**src/rtl/mailbox_pkg.sv**
```systemverilog
// mailbox_pkg: shared constants for the bus mailbox.
// - Register offsets within the 4-byte window.
// - STATUS and CTRL bit positions.
// - pack_status(): assembles the STATUS byte from individual flags.
package mailbox_pkg;

    localparam logic [1:0] OFF_TXDATA = 2'd0;
    localparam logic [1:0] OFF_STATUS = 2'd1;
    localparam logic [1:0] OFF_RXDATA = 2'd2;
    localparam logic [1:0] OFF_CTRL   = 2'd3;

    localparam int unsigned ST_TX_FULL  = 7;
    localparam int unsigned ST_TX_EMPTY = 6;
    localparam int unsigned ST_RX_FULL  = 5;
    localparam int unsigned ST_RX_EMPTY = 4;
    localparam int unsigned ST_OVF      = 3;
    localparam int unsigned ST_UNF      = 2;

    localparam int unsigned CTRL_CLR   = 0;
    localparam int unsigned CTRL_FLUSH = 1;

    function automatic logic [7:0] pack_status(
        input logic tx_full,
        input logic tx_empty,
        input logic rx_full,
        input logic rx_empty,
        input logic ovf,
        input logic unf
    );
        logic [7:0] s;
        s              = 8'h00;
        s[ST_TX_FULL]  = tx_full;
        s[ST_TX_EMPTY] = tx_empty;
        s[ST_RX_FULL]  = rx_full;
        s[ST_RX_EMPTY] = rx_empty;
        s[ST_OVF]      = ovf;
        s[ST_UNF]      = unf;
        return s;
    endfunction

endpackage

```
**src/rtl/byte_fifo.sv**
```systemverilog
// byte_fifo: register-array byte FIFO with first-word-fall-through head.
// Ports:
//   clk_i, reset_i      clock, asynchronous active-high reset
//   push_i, din_i       push request and data
//   pop_i               pop request (ignored when empty)
//   flush_i             empties the FIFO; wins over push/pop
//   dout_o              head byte, 8'h00 while empty
//   full_o, empty_o     occupancy flags
//   count_o             number of stored bytes, 0..DEPTH
module byte_fifo #(
    parameter int unsigned DEPTH = 8,
    parameter int unsigned PTR_W = 3
) (
    input  logic             clk_i,
    input  logic             reset_i,
    input  logic             push_i,
    input  logic [7:0]       din_i,
    input  logic             pop_i,
    input  logic             flush_i,
    output logic [7:0]       dout_o,
    output logic             full_o,
    output logic             empty_o,
    output logic [PTR_W:0]   count_o
);

    localparam logic [PTR_W:0] FullCount = (PTR_W + 1)'(DEPTH);

    logic [7:0]       mem_q [DEPTH];
    logic [PTR_W-1:0] wr_ptr_q, wr_ptr_d;
    logic [PTR_W-1:0] rd_ptr_q, rd_ptr_d;
    logic [PTR_W:0]   count_q, count_d;
    logic             push_ok, pop_ok;

    assign full_o  = (count_q == FullCount);
    assign empty_o = (count_q == '0);
    assign count_o = count_q;
    assign dout_o  = empty_o ? 8'h00 : mem_q[rd_ptr_q];

    // A push into a full FIFO is accepted when a pop frees the head slot in the same cycle.
    assign pop_ok  = pop_i & ~empty_o;
    assign push_ok = push_i & (~full_o | pop_i);

    always_comb begin
        wr_ptr_d = wr_ptr_q;
        rd_ptr_d = rd_ptr_q;
        count_d  = count_q;
        if (flush_i) begin
            wr_ptr_d = '0;
            rd_ptr_d = '0;
            count_d  = '0;
        end else begin
            // Power-of-two depth: pointers wrap naturally.
            if (push_ok) wr_ptr_d = wr_ptr_q + 1'b1;
            if (pop_ok)  rd_ptr_d = rd_ptr_q + 1'b1;
            count_d = count_q + {{PTR_W{1'b0}}, push_ok} - {{PTR_W{1'b0}}, pop_ok};
        end
    end

    always_ff @(posedge clk_i or posedge reset_i) begin
        if (reset_i) begin
            wr_ptr_q <= '0;
            rd_ptr_q <= '0;
            count_q  <= '0;
        end else begin
            wr_ptr_q <= wr_ptr_d;
            rd_ptr_q <= rd_ptr_d;
            count_q  <= count_d;
        end
    end

    // Storage needs no reset: dout_o is masked while empty.
    always_ff @(posedge clk_i) begin
        if (push_ok) mem_q[wr_ptr_q] <= din_i;
    end

endmodule

```
**src/rtl/bus_mailbox.sv**
```systemverilog
// bus_mailbox: memory-mapped mailbox bridging the processor bus to a byte-stream agent.
// Ports:
//   clk_i, reset_i                  clock, asynchronous active-high reset
//   address_i, wr_enable_i,
//   wr_data_i                       processor bus access
//   rd_data_o, hit_o                registered read data and window-hit flag
//   tx_data_o, tx_valid_o,
//   tx_ready_i                      TX FIFO drain side (agent)
//   rx_data_i, rx_valid_i,
//   rx_ready_o                      RX FIFO fill side (agent)
// Window at BASE_ADDR: +0 TXDATA, +1 STATUS, +2 RXDATA, +3 CTRL.
module bus_mailbox
    import mailbox_pkg::*;
#(
    parameter logic [15:0] BASE_ADDR = 16'hD000,
    parameter int unsigned DEPTH     = 8,
    parameter int unsigned PTR_W     = 3
) (
    input  logic        clk_i,
    input  logic        reset_i,
    input  logic [15:0] address_i,
    input  logic        wr_enable_i,
    input  logic [7:0]  wr_data_i,
    output logic [7:0]  rd_data_o,
    output logic        hit_o,
    output logic [7:0]  tx_data_o,
    output logic        tx_valid_o,
    input  logic        tx_ready_i,
    input  logic [7:0]  rx_data_i,
    input  logic        rx_valid_i,
    output logic        rx_ready_o
);

    localparam logic [PTR_W:0] FullCount = (PTR_W + 1)'(DEPTH);

    logic           sel;
    logic [1:0]     off;
    logic           tx_push, tx_full, tx_empty;
    logic           rx_pop, rx_push, rx_full, rx_empty;
    logic [PTR_W:0] tx_count, rx_count;
    logic [7:0]     rx_dout;
    logic           ctrl_wr, clr, flush;
    logic           ovf_set, unf_set;
    logic           ovf_q, ovf_d, unf_q, unf_d;
    logic [7:0]     rd_data_q, rd_data_d;
    logic           hit_q;
    logic [7:0]     status;

    assign sel = (address_i[15:2] == BASE_ADDR[15:2]);
    assign off = address_i[1:0];

    assign tx_push = sel & wr_enable_i & (off == OFF_TXDATA);
    assign rx_pop  = sel & ~wr_enable_i & (off == OFF_RXDATA);
    assign rx_push = rx_valid_i & ~rx_full;
    assign ctrl_wr = sel & wr_enable_i & (off == OFF_CTRL);
    assign clr     = ctrl_wr & wr_data_i[CTRL_CLR];
    assign flush   = ctrl_wr & wr_data_i[CTRL_FLUSH];

    // A full TX FIFO still accepts the byte when the agent drains the head this cycle.
    assign ovf_set = tx_push & tx_full & ~tx_ready_i;
    assign unf_set = rx_pop & rx_empty;

    // Set has priority over clear.
    assign ovf_d = ovf_set | (ovf_q & ~clr);
    assign unf_d = unf_set | (unf_q & ~clr);

    // Flags sampled before this cycle's updates.
    assign status = pack_status(tx_count == FullCount, tx_count == '0,
                                rx_count == FullCount, rx_count == '0, ovf_q, unf_q);

    always_comb begin
        rd_data_d = 8'h00;
        if (sel && !wr_enable_i) begin
            unique case (off)
                OFF_TXDATA: rd_data_d = 8'h00;
                OFF_STATUS: rd_data_d = status;
                OFF_RXDATA: rd_data_d = rx_dout;
                OFF_CTRL:   rd_data_d = 8'h00;
                default:    rd_data_d = 8'h00;
            endcase
        end
    end

    always_ff @(posedge clk_i or posedge reset_i) begin
        if (reset_i) begin
            rd_data_q <= 8'h00;
            hit_q     <= 1'b0;
            ovf_q     <= 1'b0;
            unf_q     <= 1'b0;
        end else begin
            rd_data_q <= rd_data_d;
            hit_q     <= sel;
            ovf_q     <= ovf_d;
            unf_q     <= unf_d;
        end
    end

    assign rd_data_o  = rd_data_q;
    assign hit_o      = hit_q;
    assign tx_valid_o = ~tx_empty;
    assign rx_ready_o = ~rx_full;

    byte_fifo #(
        .DEPTH (DEPTH),
        .PTR_W (PTR_W)
    ) u_tx_fifo (
        .clk_i   (clk_i),
        .reset_i (reset_i),
        .push_i  (tx_push),
        .din_i   (wr_data_i),
        .pop_i   (tx_ready_i),
        .flush_i (flush),
        .dout_o  (tx_data_o),
        .full_o  (tx_full),
        .empty_o (tx_empty),
        .count_o (tx_count)
    );

    byte_fifo #(
        .DEPTH (DEPTH),
        .PTR_W (PTR_W)
    ) u_rx_fifo (
        .clk_i   (clk_i),
        .reset_i (reset_i),
        .push_i  (rx_push),
        .din_i   (rx_data_i),
        .pop_i   (rx_pop),
        .flush_i (flush),
        .dout_o  (rx_dout),
        .full_o  (rx_full),
        .empty_o (rx_empty),
        .count_o (rx_count)
    );

endmodule

```
**config.mk**
```make
export PLATFORM = sky130hd
export DESIGN_NAME = bus_mailbox
export DESIGN_NICKNAME = d
export VERILOG_FILES = /design/src/rtl/mailbox_pkg.sv /design/src/rtl/byte_fifo.sv /design/src/rtl/bus_mailbox.sv
export SDC_FILE = /design/constraint.sdc
export NUM_CORES = 1
export LEC_CHECK = 0
export ABC_AREA = 1
export ABC_CLOCK_PERIOD_IN_PS = 2020
export BUFFER_PORTS_ARGS = -buffer_cell sky130_fd_sc_hd__buf_4
export CAP_MARGIN = 20
export CORE_MARGIN = 2
export CORE_UTILIZATION = 40
export CTS_CLUSTER_DIAMETER = 40
export DETAILED_ROUTE_END_ITERATION = 7
export PLACE_DENSITY = 0.69
export SYNTH_ARGS = -nofsm -noshare
export SYNTH_HDL_FRONTEND = slang
export SYNTH_SLANG_ARGS = --single-unit
```
**constraint.sdc**
```tcl
create_clock -name clk_i -period 2.02 [get_ports clk_i]
set_input_delay 0.202 -clock clk_i [delete_from_list [all_inputs] [get_ports clk_i]]
set_output_delay 0.202 -clock clk_i [all_outputs]
set_load 0.03 [all_outputs]
```
=== Word level (Yosys, flattened, before mapping) ===
Memory sizes are Yosys's and may differ from the RTL's.
Cells that the tools add are included.

* Register bits after elaboration: 31
* Bits in writable memories: 128
* Input port bits: 37
* Output and inout port bits: 19
* Memories: 2

* Add/sub/neg operators: 8
* Eq/ne operators: 6
* Mux-type cells: 18
* Bitwise logic cells: 28
* Reductions and logical operators: 10

{| class="wikitable"
|+ Memories
! memory !! words !! width !! rd ports !! clocked after memory_dff !! wr ports !! RTL line !! source
|-
| u_rx_fifo.mem_q || 8 || 8 || 1 || 0 || 1 || byte_fifo.sv:28 || <nowiki>logic [7:0] mem_q [DEPTH];</nowiki>
|-
| u_tx_fifo.mem_q || 8 || 8 || 1 || 0 || 1 || byte_fifo.sv:28 ||
|}

{| class="wikitable"
|+ Operators by type and width
! operator !! count
|-
| 3-bit two-way mux || 8
|-
| 8-bit two-way mux || 3
|-
| 8-bit case mux with 3 select lines || 1
|-
| 1-bit bitwise AND || 17
|-
| 14-bit == test (second input constant) || 1
|-
| 3-bit by 1-bit adder with 3-bit output (second input constant) || 4
|-
| 4-bit by 1-bit adder with 4-bit output || 2
|-
| 4-bit == test (second input constant) || 2
|-
| 4-bit logical NOT || 2
|-
| 4-bit two-way mux || 2
|-
| 2-bit nonzero test || 4
|-
| 4-bit by 1-bit subtractor with 4-bit output || 2
|-
| 1-bit NOT || 7
|-
| 2-bit == test (second input constant) || 2
|-
| 1-bit two-way mux || 4
|-
| 1-bit bitwise OR || 4
|-
| 2-bit by 1-bit == test with 1-bit output (second input constant) || 1
|-
| 2-bit logical NOT || 1
|-
| 2-bit OR reduction || 1
|-
| 1-bit logical AND || 1
|-
| 1-bit logical NOT || 1
|}

=== Depth between registers and ports, before layout ===
Gate-level depths: netlist of the first run.

* Word-level depth: 8
* Mapped depth: 15
* Depth with buffers taken out: 15

=== By module ===
From an unflattened synthesis of the first run, not the netlist that was laid out.

* Cell total of the unflattened synthesis: 820
* Area, all modules: 7709.9 µm²

{| class="wikitable"
|+ Modules (own cells, without submodules)
! module !! times used !! cells an instance !! area an instance (µm²) !! seq. area each (µm²)
|-
| byte_fifo || 2 || 363 || 3535.9 || 2172.1
|-
| bus_mailbox || 1 || 94 || 638.1 || 275.3
|}

=== Least setup slack after synthesis of the first run ===
Ideal clock, no wire load.

* Path kind: reg-to-reg
* From: reg u_tx_fifo.count_q[2] (netlist: u_tx_fifo.count_o[2])
* To: reg u_tx_fifo.count_q[2] (netlist: u_tx_fifo.count_o[2])
* Data arrival time: 2.117 ns
* Path slack: -0.217 ns
* Cell stages (with the launch flop): 12
* Buffers on the path: 0
* Cell sequence: dfrtp_1 > inv_1 > ha_1 > nand3_2 > inv_1 > nor2_1 > ha_1 > inv_1 > ha_1 > fa_1 > xnor2_1 > nor2_1

* Elaborated cells on any way between the ends: 10
* Classes of those cells: add/sub (2); eq/ne (1); mux (1); bitwise (5); reduce/logical (1)

{| class="wikitable"
|+ RTL lines
! what !! RTL line !! source
|-
| start: declaration || byte_fifo.sv:31 || <nowiki>logic [PTR_W:0] count_q, count_d;</nowiki>
|-
| start signal: assignment || byte_fifo.sv:67 || <nowiki>count_q <= count_d;</nowiki>
|-
| 4-bit logical NOT || byte_fifo.sv:35 || <nowiki>assign empty_o = (count_q == '0);</nowiki>
|-
| 1-bit NOT || n/a ||
|-
| named net tx_valid_o || bus_mailbox.sv:27 || <nowiki>output logic tx_valid_o,</nowiki>
|-
| 1-bit bitwise AND || byte_fifo.sv:40 || <nowiki>assign pop_ok = pop_i & ~empty_o;</nowiki>
|-
| 4-bit by 1-bit subtractor with 4-bit output || byte_fifo.sv:55 || <nowiki>count_d = count_q + {{PTR_W{1'b0}}, push_ok} - {{PTR_W{1'b0}}, pop_ok};</nowiki>
|-
| 4-bit two-way mux || byte_fifo.sv:47 || <nowiki>if (flush_i) begin</nowiki>
|-
| named net u_tx_fifo.count_d[2] || byte_fifo.sv:31 ||
|}

The timed path passes the listed nets, and every way through them passes these cells.
A chain may end at the register's enable or synchronous reset.

=== Worst setup path after layout of the first run ===
* From: reg u_tx_fifo.rd_ptr_q[0]
* To: out tx_data_o[0]

* Longest elaborated chain between the ends: 2

{| class="wikitable"
|+ Ends and longest elaborated chain
! what !! RTL line !! source
|-
| start: declaration || byte_fifo.sv:30 || <nowiki>logic [PTR_W-1:0] rd_ptr_q, rd_ptr_d;</nowiki>
|-
| start signal: assignment || byte_fifo.sv:66 || <nowiki>rd_ptr_q <= rd_ptr_d;</nowiki>
|-
| memory read 8 x 8 bit || n/a ||
|-
| 8-bit two-way mux || byte_fifo.sv:37 || <nowiki>assign dout_o = empty_o ? 8'h00 : mem_q[rd_ptr_q];</nowiki>
|-
| end: declaration || bus_mailbox.sv:26 || <nowiki>output logic [7:0] tx_data_o,</nowiki>
|}

Every way passes these cells.

==> results.tsv, run 1 <==
stage	metric	value	unit
worst_setup_path	worstPathRequired	1.82	ns
clock_tree	htreeDepth	4	
synth	netlist_instances	647	
pwr	power_switching	0.00358	W
sta	timing_hold_violations_final	0	
sta	setup_viol	1	
run_status	status	finished with violations	
worst_setup_path	endpoint	tx_data_o[0]	
sta	fin_skew	0.00584	ns
cells_and_area	area_delta_synth_final	28.7	%
routing	first_pass_iters	4	
clock_tree	cts_sinks	159	
sta	finalSetupTns	-0.00961	ns
cells_and_area	antennaDiodeCount	0	
pwr	internal_power	0.00738	W
cells_and_area	nets	825	
clock_tree	cts_buffer_depth	2	
synth	yosys.cell_types.count	30	
pwr	sequentialPowerShare	37.5	%
routing	drc	0	
worst_setup_path	critPathKind	reg2out	
place	io_buffers	55	
run_status	violations	setup timing	
sta	final.period_utilization	100	%
sta	slew_headroom	70.7	%
sta	max_freq	0.493	GHz
die	die_x	136	um
die	die_h	136	um
global_route	grt_pass1_wl	24.6	mm
sta	period_needed	2.03	ns
worst_setup_path	worst_setup_path_start_kind	register	
sta	tightest_slew	0.440	ns
die	start_util	40.7	%
clock_tree	root_buffer	clkbuf_16	
routing	viasPerCell	4.95	
place	hpwl	10.2	mm
cells_and_area	layout-drive-gt1-share	26.6	%
pwr	swShare	32.7	%
worst_setup_path	r2r_end	u_tx_fifo.count_o[1]$_DFF_PP0_	
clock_tree	numCtsBuffers	17	
global_route	grt_max_degree	35	
pwr	total_power	0.0110	W
global_route	grt_pass1_vias	4877	
global_route	grt.overflow.total	0	
sta	worst_slack	-0.00961	ns
run	cap_violations	0	
clock_tree	cts_tree	done	
routing	wl_per_cell	15.7	um
worst_setup_path	r2r_start	u_tx_fifo.count_o[2]$_DFF_PP0_	
worst_setup_path	cp_max_fo	5	
worst_setup_path	crit_path_start	u_tx_fifo.rd_ptr_q[0]$_DFFE_PP0P_	
die	num_rows	48	
pwr	ir_worst_vdd	798	uV
die	io_pins	56	
pwr	p_leak	3.63	nW
worst_setup_path	arrival	1.83	ns
routing	num_vias	4989	
synth	synth_area_per_cell	10.9	um^2
sta	slew_violations	0	
synth	synth_fp_nets	702	
worst_setup_path	r2r_cells	11	
routing	drt_iter0_markers	265	
global_route	grt_usage	18.0	%
sta	rsz0062_at_grt	yes	
clock_tree	clk_latency	0.43	ns
die	die-area	18600	um^2
synth	ys_warn_count	0	
die	core_area	17200	um^2
place	gp_congestion	0.802	
worst_setup_path	cp-end-kind	output port	
cells_and_area	final_cell_mix	nor2_1 (129), edfxtp_1 (128), buf_4 (98), nand2_1 (79), o21ai_0 (51)	
cells_and_area	layout_commonest_cell	nor2_1	
clock_tree	clk_pin_slew	0.06	ns
cells_and_area	fill_cells	1435	
worst_hold_path	min_path_type	in2reg	
routing	drt-total-wl	15.9	mm
synth	ys_ff_latch	159	
synth	ys_seq_area_share	65.8	%
pwr	clockPowerShare	30.0	%
cells_and_area	utilization	52.4	%
worst_setup_path	r2r_slack	0.05	ns
global_route	antenna_found_initial	0	
synth	synth_area	7020	um^2
routing	ant_nets	0	
pwr	combPwrFrac	32.5	%
pwr	p_per_area	1210	nW/um^2
per-stage QoR:
stage / setup slack, ns / area [um^2] / cells / hold WS, ns
2_1_floorplan: -0.00216 / 7060 / 647 / 0.301
3_3_place_gp: -0.0679 / 8030 / 960 / 0.341
3_5_place_dp: -0.110 / 8030 / 960 / 0.344
4_1_cts: -0.0279 / 8810 / 1003 / 0.000754
5_1_grt: -0.0664 / 9030 / 1008 / 0.00550
6_report: -0.00961 / 9030 / 1008 / 0.0166
worst min-delay path by stage:
stage / startpoint / slack [ns] / cells past startpoint / endpoint
2_1_floorplan: rx_data_i[0] / 0.30 / 0 / u_rx_fifo.mem_q[0][0]$_DFFE_PP_
3_3_place_gp: reset_i / 0.34 / 3 / rd_data_o[0]$_DFF_PP0_
3_5_place_dp: reset_i / 0.34 / 3 / rd_data_o[0]$_DFF_PP0_
4_1_cts: wr_data_i[7] / 0.0008 / 1 / u_tx_fifo.mem_q[7][7]$_DFFE_PP_
5_1_grt: rx_data_i[7] / 0.006 / 1 / u_rx_fifo.mem_q[1][7]$_DFFE_PP_
6_report: wr_data_i[7] / 0.02 / 1 / u_tx_fifo.mem_q[1][7]$_DFFE_PP_
worst max-delay path, cell delays in order, from the launching register on:
cell	delay [ns]
dfrtp_2	0.45
inv_4	0.11
buf_6	0.13
nor2_4	0.03
o32ai_2	0.25
nor2_1	0.08
nor2_1	0.16
buf_4	0.19
state kept, by name (all words and copies together) (netlist names):
| name | flops |
|---|---|
| rd_data_o | 8 |
| u_tx_fifo.rd_ptr_q | 3 |
| u_tx_fifo.mem_q | 64 |
| u_tx_fifo.wr_ptr_q | 3 |
| u_rx_fifo.wr_ptr_q | 3 |
| u_tx_fifo.count_o | 4 |
| hit_o | 1 |
| u_rx_fifo.mem_q | 64 |
| unf_q | 1 |
| u_rx_fifo.count_o | 4 |
| u_rx_fifo.rd_ptr_q | 3 |
| ovf_q | 1 |
cells in the mapped netlist, drive strengths merged:
library cell	n	area, um^2
nor2	150	573
edfxtp	128	3840
nand2	83	312
o21ai	66	330
inv	55	206
nand3	43	225
dfrtp	31	776
buf	19	106
ha	16	200
a21oi	12	60.1
nand4	8	56.3
o32ai	8	70.1
xor2	7	61.3
o211ai	4	30.0
o22ai	4	25.0
clkbuf	3	11.3
fa	2	40.0
nor3b	2	20.0
xnor2	2	17.5
bufbuf	1	32.5
nand3b	1	7.51
nor3	1	10.0
or2	1	6.26
logic make-up (layout without fill, tap and decap cells):
logic type | Yosys count | after routing | share of synthesized area [%]
AO/OA/AOI/OAI | 94 | 94 | 7.34
XOR/XNOR | 9 | 9 | 1.12
flip-flops | 159 | 159 | 65.8
adder cells (fa/ha/maj) | 18 | 18 | 3.42
buffers and inverters | 78 | 214 | 5.08
AND/OR/NAND/NOR | 289 | 289 | 17.2
repair_timing:
action / CTS / global route
gates cloned: 0 / 1
endpoints found under the setup margin: 11 / 102
setup buffers: 1 / 4
gates resized for setup: 14 / 68
pin swaps: 3 / 20
endpoints found under the hold margin: 97 / 0
hold buffers: 10 / 0
final cells by class:
type | instances | area [um^2] | area share, %
clock inverters | 15 | 185 | 2.05
inverters | 55 | 213 | 2.35
repair buffers | 127 | 1060 | 11.8
multi-input cells | 410 | 2240 | 24.8
clock buffers | 17 | 425 | 4.71
well taps | 225 | 282 | 3.12
flip-flops and latches | 159 | 4620 | 51.2
power groups by stage:
| stage | combinational, W | sequential [W] | clock [W] |
|---|---|---|---|
| after floorplan | 0.00205 | 0.00408 | 0 |
| after global placement | 0.00301 | 0.00412 | 0 |
| after detailed placement | 0.00307 | 0.00413 | 0 |
| after CTS | 0.00322 | 0.00408 | 0.00331 |
| after global routing | 0.00397 | 0.00414 | 0.00347 |
| final | 0.00356 | 0.00412 | 0.00329 |
metal layers:
layer	up-vias	wire length, um	share of wire (%)	GRT usage [%]
li1	2458	-	-	-
met4	0	210	1.3	6.54
met2	128	8410	53	32.4
met1	2385	6510	41	20.8
met3	18	737	4.6	4.10
met5	-	0	0	0
Note: power is estimated with default switching activity, not from simulation.
==> inputs of run 2 (changes only) <==
Settings changed: CTS_BUF_LIST from default to sky130_fd_sc_hd__clkbuf_8.
==> results.tsv, run 2 (synthesis results as in run 1) <==
stage	metric	value	unit	change
run_status	status	finished with violations		
run_status	violations	setup timing		
global_route	grt_pass1_wl	24.4	mm	-0.76%
pwr	power_switching	0.00350	W	-2.3%
sta	fin_skew	0.0104	ns	+0.00459 ns
worst_setup_path	cp-end-kind	output port		
global_route	grt_pass1_vias	4916		+0.80%
place	gp_congestion	0.802		unchanged
global_route	grt_usage	17.8	%	-0.13 points
global_route	met3_usage	4.18	%	+0.075 points
cells_and_area	antennaDiodeCount	0		unchanged
sta	period_needed	2.06	ns	+0.0347 ns
die	die_x	136	um	unchanged
clock_tree	numCtsBuffers	17		unchanged
clock_tree	root_buffer	clkbuf_8		
worst_setup_path	r2r_end	u_rx_fifo.count_o[1]$_DFF_PP0_		
sta	worst_slack	-0.0443	ns	-0.0347 ns
global_route	grt.overflow.total	0		unchanged
worst_setup_path	arrival	1.86	ns	+0.03 ns
worst_hold_path	hold_depth	4		+3
cells_and_area	nets	835		+1.2%
worst_setup_path	critPathKind	reg2out		
routing	drc	0		unchanged
global_route	antenna_found_initial	0		unchanged
die	start_util	40.7	%	unchanged
cells_and_area	final_cell_mix	nor2_1 (128), edfxtp_1 (128), buf_4 (105), nand2_1 (80), o21ai_0 (44)		
routing	first_pass_iters	6		+2
pwr	swShare	34.2	%	+1.5 points
sta	setup_viol	1		unchanged
pwr	internal_power	0.00673	W	-8.8%
run	cap_violations	0		unchanged
clock_tree	cts_tree	done		
routing	drt_iter0_markers	254		-4.2%
worst_hold_path	min_path_type	in2reg		
sta	tightest_slew	0.438	ns	-0.00192 ns
die	io_pins	56		unchanged
cells_and_area	area_delta_synth_final	27.4	%	
worst_hold_path	hold_path.startpoint	rx_valid_i		
sta	slew_violations	0		unchanged
cells_and_area	instances_no_fill	1018		+0.99%
routing	wl_per_cell	15.6	um	-0.63%
worst_setup_path	cp_max_fo	5		unchanged
pwr	sequentialPowerShare	40.2	%	+2.7 points
sta	timing_hold_violations_final	0		unchanged
clock_tree	clk_latency	0.47	ns	+0.04 ns
routing	viasPerCell	4.97		+0.41%
place	dp_worst_setup_slack	-0.110	ns	unchanged
pwr	p_leak	3.59	nW	-1.2%
place	io_buffers	55		unchanged
worst_setup_path	worst_setup_path_start_kind	register		
place	dp.cells	960		unchanged
global_route	top_usage_layer	met2		
routing	num_vias	5059		+1.4%
routing	ant_nets	0		unchanged
worst_setup_path	r2r_start	u_rx_fifo.count_o[3]$_DFF_PP0_		
pwr	ir_worst_vdd	1020	uV	+28%
cells_and_area	fill_cells	1452		+1.2%
routing	drt-total-wl	15.9	mm	+0.36%
sta	rsz0062_at_grt	yes		
clock_tree	cts_buffer_depth	2		unchanged
cells_and_area	seqCellArea	4620	um^2	unchanged
clock_tree	htreeDepth	4		unchanged
global_route	grt_util_met1	20.8	%	unchanged
clock_tree	clk_pin_slew	0.09	ns	+0.03 ns
die	core_area	17200	um^2	unchanged
worst_setup_path	worstPathRequired	1.82	ns	about the same
clock_tree	cts_sinks	159		unchanged
global_route	grt_util_met2	31.4	%	-1.0 points
place	hpwl	10.2	mm	unchanged
global_route	grt_max_degree	35		unchanged
sta	slew_headroom	70.8	%	+0.13 points
pwr	clockPowerShare	24.1	%	-5.9 points
pwr	combPwrFrac	35.7	%	+3.2 points
worst_setup_path	r2r_cells	11		unchanged
die	num_rows	48		unchanged
cells_and_area	utilization	51.9	%	-0.54 points
pwr	p_per_area	1140	nW/um^2	-5.7%
cells_and_area	layout-drive-gt1-share	27.4	%	+0.80 points
die	die-area	18600	um^2	unchanged
worst_hold_path	min_to	u_rx_fifo.wr_ptr_q[1]$_DFFE_PP0P_		
sta	max_freq	0.484	GHz	-1.7%
cells_and_area	multi_input_area	2240	um^2	unchanged
sta	final.period_utilization	102	%	+1.7 points
die	die_h	136	um	unchanged
worst_setup_path	r2r_slack	0.04	ns	about the same
-- run 2: changes by cell type in the layout (fill, tap and decap cells not counted), moves of 3 or more --
| cell | delta |
|---|---|
| buf_4 | +7 |
| buf_6 | -5 |
| clkbuf_16 | -16 |
| clkbuf_8 | +17 |
| dlygate4sd3_1 | +7 |
| nor2_2 | +3 |
| o21ai_0 | -7 |
| o21ai_1 | +4 |
| o21ai_2 | +3 |
| o32ai_2 | +3 |
-- run 2: per-stage QoR --
stage          cell area (um^2)  hold slack (ns)  total power, W  setup TNS (ns)
2_1_floorplan              7060            0.301         0.00613        -0.00216
3_3_place_gp               8030            0.341         0.00714          -0.133
3_5_place_dp               8030            0.344         0.00721          -0.215
4_1_cts                    8670           0.0441         0.00978          -0.282
5_1_grt                    8940           0.0974          0.0109          -0.747
6_report                   8940           0.0762          0.0102         -0.0443
-- run 2: final cells by class --
| type | instances | share of cell area (%) |
|---|---|---|
| repair buffers | 137 | 13.0 |
| clock buffers | 17 | 2.62 |
| clock inverters | 15 | 2.07 |
| multi-input cells | 410 | 25.1 |
| inverters | 55 | 2.41 |
| flip-flops and latches | 159 | 51.7 |
| well taps | 225 | 3.15 |
-- run 2: how the worst max path moves through the flow --
stage / slack [ns] / from / depth (start not counted) / end
3_5_place_dp: -0.11 / address_i[11] / 14 / u_rx_fifo.count_o[1]$_DFF_PP0_
6_report: -0.04 / u_tx_fifo.rd_ptr_q[0]$_DFFE_PP0P_ / 7 / tx_data_o[0]
4_1_cts: -0.09 / u_tx_fifo.rd_ptr_q[0]$_DFFE_PP0P_ / 6 / tx_data_o[1]
3_3_place_gp: -0.07 / address_i[3] / 14 / u_rx_fifo.count_o[1]$_DFF_PP0_
2_1_floorplan: -0.002 / u_tx_fifo.count_o[3]$_DFF_PP0_ / 11 / u_tx_fifo.count_o[1]$_DFF_PP0_
5_1_grt: -0.14 / u_tx_fifo.rd_ptr_q[0]$_DFFE_PP0P_ / 8 / tx_data_o[2]
-- run 2: worst max-delay path, stage by stage, from the launching register on --
cell and delay, ns:
dfrtp_2 0.46, clkinv_4 0.11, buf_6 0.13, nor2_4 0.03, o32ai_2 0.24, nor2_1 0.07, nor2_1 0.16, buf_4 0.19
-- run 2: power groups by stage --
stage                     Sequential, W  Combinational (W)  Clock, W
after floorplan                 0.00408            0.00205         0
after global placement          0.00412            0.00301         0
after CTS                       0.00407            0.00322   0.00249
after global routing            0.00413            0.00408   0.00264
final                           0.00411            0.00365   0.00247
after detailed placement        0.00413            0.00307         0
-- run 2: timing repair --
| item | CTS | global route |
|---|---|---|
| pin swaps | 2 | 18 |
| hold buffers | 17 | 0 |
| gates resized for setup | 18 | 70 |
| setup endpoints to repair | 10 | 77 |
| endpoints found under the hold margin | 159 | 0 |
| gates cloned | 0 | 2 |
| setup buffers | 1 | 6 |
-- run 2: metal layers --
metal / share of wire (%) / vias to the layer above
met5: 0 / -
met4: 2.0 / 0
met3: 5.5 / 26
met2: 52 / 133
met1: 40 / 2421
li1: - / 2479
==> inputs of run 3 (changes only) <==
Settings changed: CORE_UTILIZATION 40 to 50, GPL_TIMING_DRIVEN from default to 0, PLACE_DENSITY 0.69 to 0.81, SKIP_CTS_REPAIR_TIMING from default to 1.
==> results.tsv, run 3 (synthesis results as in run 1) <==
stage	metric	value	unit	change
global_route	grt_max_degree	18		-49%
sta	period_needed	2.13	ns	+0.0692 ns
sta	rsz0062_at_grt	yes		
sta	timing_hold_violations_final	0		unchanged
sta	max_freq	0.469	GHz	-3.2%
worst_setup_path	r2r_end	u_rx_fifo.mem_q[5][4]$_DFFE_PP_		
worst_hold_path	min_path_type	in2reg		
clock_tree	clk_pin_slew	0.08	ns	about the same
global_route	grt_pass1_vias	5159		+4.9%
place	hpwl	11.2	mm	+10%
worst_setup_path	max_stage_delay	0.49	ns	+0.03 ns
cells_and_area	area_delta_synth_final	25.8	%	
pwr	p_leak	3.49	nW	-2.7%
routing	drt_iter0_markers	605		+140%
routing	viasPerCell	5.63		+13%
global_route	grt.overflow.total	0		unchanged
cells_and_area	layout-drive-gt1-share	26.0	%	-1.4 points
clock_tree	numCtsBuffers	17		unchanged
cells_and_area	layout_commonest_cell	edfxtp_1		
routing	ant_nets	0		unchanged
cells_and_area	utilization	64.1	%	+12 points
pwr	p_per_area	1150	nW/um^2	+0.19%
routing	wl_per_cell	18.6	um	+19%
clock_tree	htreeDepth	4		unchanged
sta	tightest_slew	0.762	ns	+0.324 ns
run	cap_violations	0		unchanged
die	start_util	51.0	%	+10 points
routing	first_pass_iters	5		-1
worst_setup_path	r2r_slack	-0.06	ns	-0.10 ns
global_route	grt_usage	22.8	%	+4.9 points
worst_hold_path	min_to	u_tx_fifo.mem_q[3][1]$_DFFE_PP_		
sta	finalSetupTns	-1.50	ns	-1.46 ns
worst_setup_path	worst_setup_path_start_kind	register		
place	gp_congestion	0.896		+12%
worst_setup_path	cp-end-kind	output port		
sta	slew_headroom	49.2	%	-22 points
cells_and_area	final_cell_mix	edfxtp_1 (128), nor2_1 (120), nand2_1 (80), buf_4 (70), o21ai_0 (47)		
worst_setup_path	r2r_start	u_rx_fifo.count_o[2]$_DFF_PP0_		
clock_tree	clk_latency	0.46	ns	about the same
place	io_buffers	54		-1.8%
die	die-area	15000	um^2	-19%
routing	drt-total-wl	17.7	mm	+11%
worst_setup_path	worstPathRequired	1.82	ns	about the same
worst_setup_path	critPathKind	reg2out		
sta	final.period_utilization	106	%	+3.4 points
run_status	violations	setup timing		
die	core_area	13800	um^2	-20%
worst_setup_path	worstPathCellList	clkinv_4, buf_8, nor2_2, o32ai_2, nor2_1, nor2_1, buf_4		
sta	setup_viol	31		+30
worst_hold_path	hold_depth	1		-3
sta	worst_slack	-0.114	ns	-0.0692 ns
worst_hold_path	hold_path.startpoint	wr_data_i[1]		
clock_tree	cts_buffer_depth	2		unchanged
clock_tree	root_buffer	clkbuf_8		
die	die_h	122	um	-10%
pwr	ir_worst_vdd	724	uV	-29%
global_route	antenna_found_initial	0		unchanged
sta	fin_skew	0.00939	ns	-0.00105 ns
global_route	grt_pass1_wl	25.3	mm	+3.3%
worst_setup_path	r2r_cells	7		-4
worst_setup_path	path_buf_inv	3		unchanged
worst_setup_path	cp_max_fo	7		+2
worst_setup_path	crit_family	flip-flops		
clock_tree	cts_sinks	159		unchanged
cells_and_area	nets	812		-2.8%
die	io_pins	56		unchanged
die	die_x	122	um	-10%
clock_tree	cts_tree	done		
worst_setup_path	worst_path_most_repeated_cell	nor2_1		
place	dp_worst_setup_slack	-0.391	ns	-0.281 ns
die	num_rows	43		-10%
sta	slew_violations	0		unchanged
routing	drc	0		unchanged
worst_setup_path	arrival	1.93	ns	+0.07 ns
routing	num_vias	5352		+5.8%
cells_and_area	antennaDiodeCount	0		unchanged
run_status	status	finished with violations		
worst_setup_path	crit_slowest_cell	dfrtp_2		
run 3: stage by stage:
step	std cells	power [W]	cell area (um^2)	hold WS [ns]
6_report	950	0.0101	8830	0.0453
5_1_grt	950	0.0106	8830	0.0288
4_1_cts	914	0.00934	8100	-0.119
3_5_place_dp	882	0.00708	7710	0.374
3_3_place_gp	881	0.00689	7690	0.432
2_1_floorplan	647	0.00613	7060	0.301
run 3: worst max path at each step:
stage | start | end | slack, ns | cells past startpoint
floorplan | u_tx_fifo.count_o[3]$_DFF_PP0_ | u_tx_fifo.count_o[1]$_DFF_PP0_ | -0.002 | 11
global placement | address_i[9] | u_rx_fifo.count_o[2]$_DFF_PP0_ | -0.30 | 14
detailed placement | address_i[11] | u_rx_fifo.count_o[2]$_DFF_PP0_ | -0.39 | 14
CTS | u_tx_fifo.count_o[3]$_DFF_PP0_ | u_tx_fifo.mem_q[7][1]$_DFFE_PP_ | -0.40 | 7
global route | u_tx_fifo.rd_ptr_q[0]$_DFFE_PP0P_ | tx_data_o[1] | -0.20 | 7
finish | u_tx_fifo.rd_ptr_q[0]$_DFFE_PP0P_ | tx_data_o[1] | -0.11 | 7
run 3: worst reg2reg max path: stages, from the launching register on:
cell and delay [ns]:
dfrtp_1 0.35, inv_2 0.06, ha_1 0.19, nand2_1 0.13, nand2_1 0.12, inv_1 0.16, nand2_1 0.21, nor2_2 0.51
run 3: area by class of cell:
| class | instances | area (um^2) |
|---|---|---|
| Multi-Input combinational cell | 410 | 2370 |
| Clock inverter | 13 | 128 |
| Timing Repair Buffer | 92 | 817 |
| Clock buffer | 19 | 262 |
| Fill cell | 1023 | 4940 |
| Inverter | 55 | 214 |
| Buffer | 22 | 194 |
| Tap cell | 180 | 225 |
| Sequential cell | 159 | 4620 |
run 3: routing by layer:
layer | track usage (%) | wire length, um
met5 | 0 | 0
met4 | 8.91 | 410
met3 | 4.97 | 1000
met2 | 41.9 | 9560
met1 | 25.6 | 6690
run 3: report_power, final:
group          total (W)  switching (W)  leakage (nW)  internal [W]
sequential       0.00414       0.000239          1.56       0.00390
clock            0.00229        0.00123         0.195       0.00106
combinational    0.00369        0.00220          1.74       0.00150
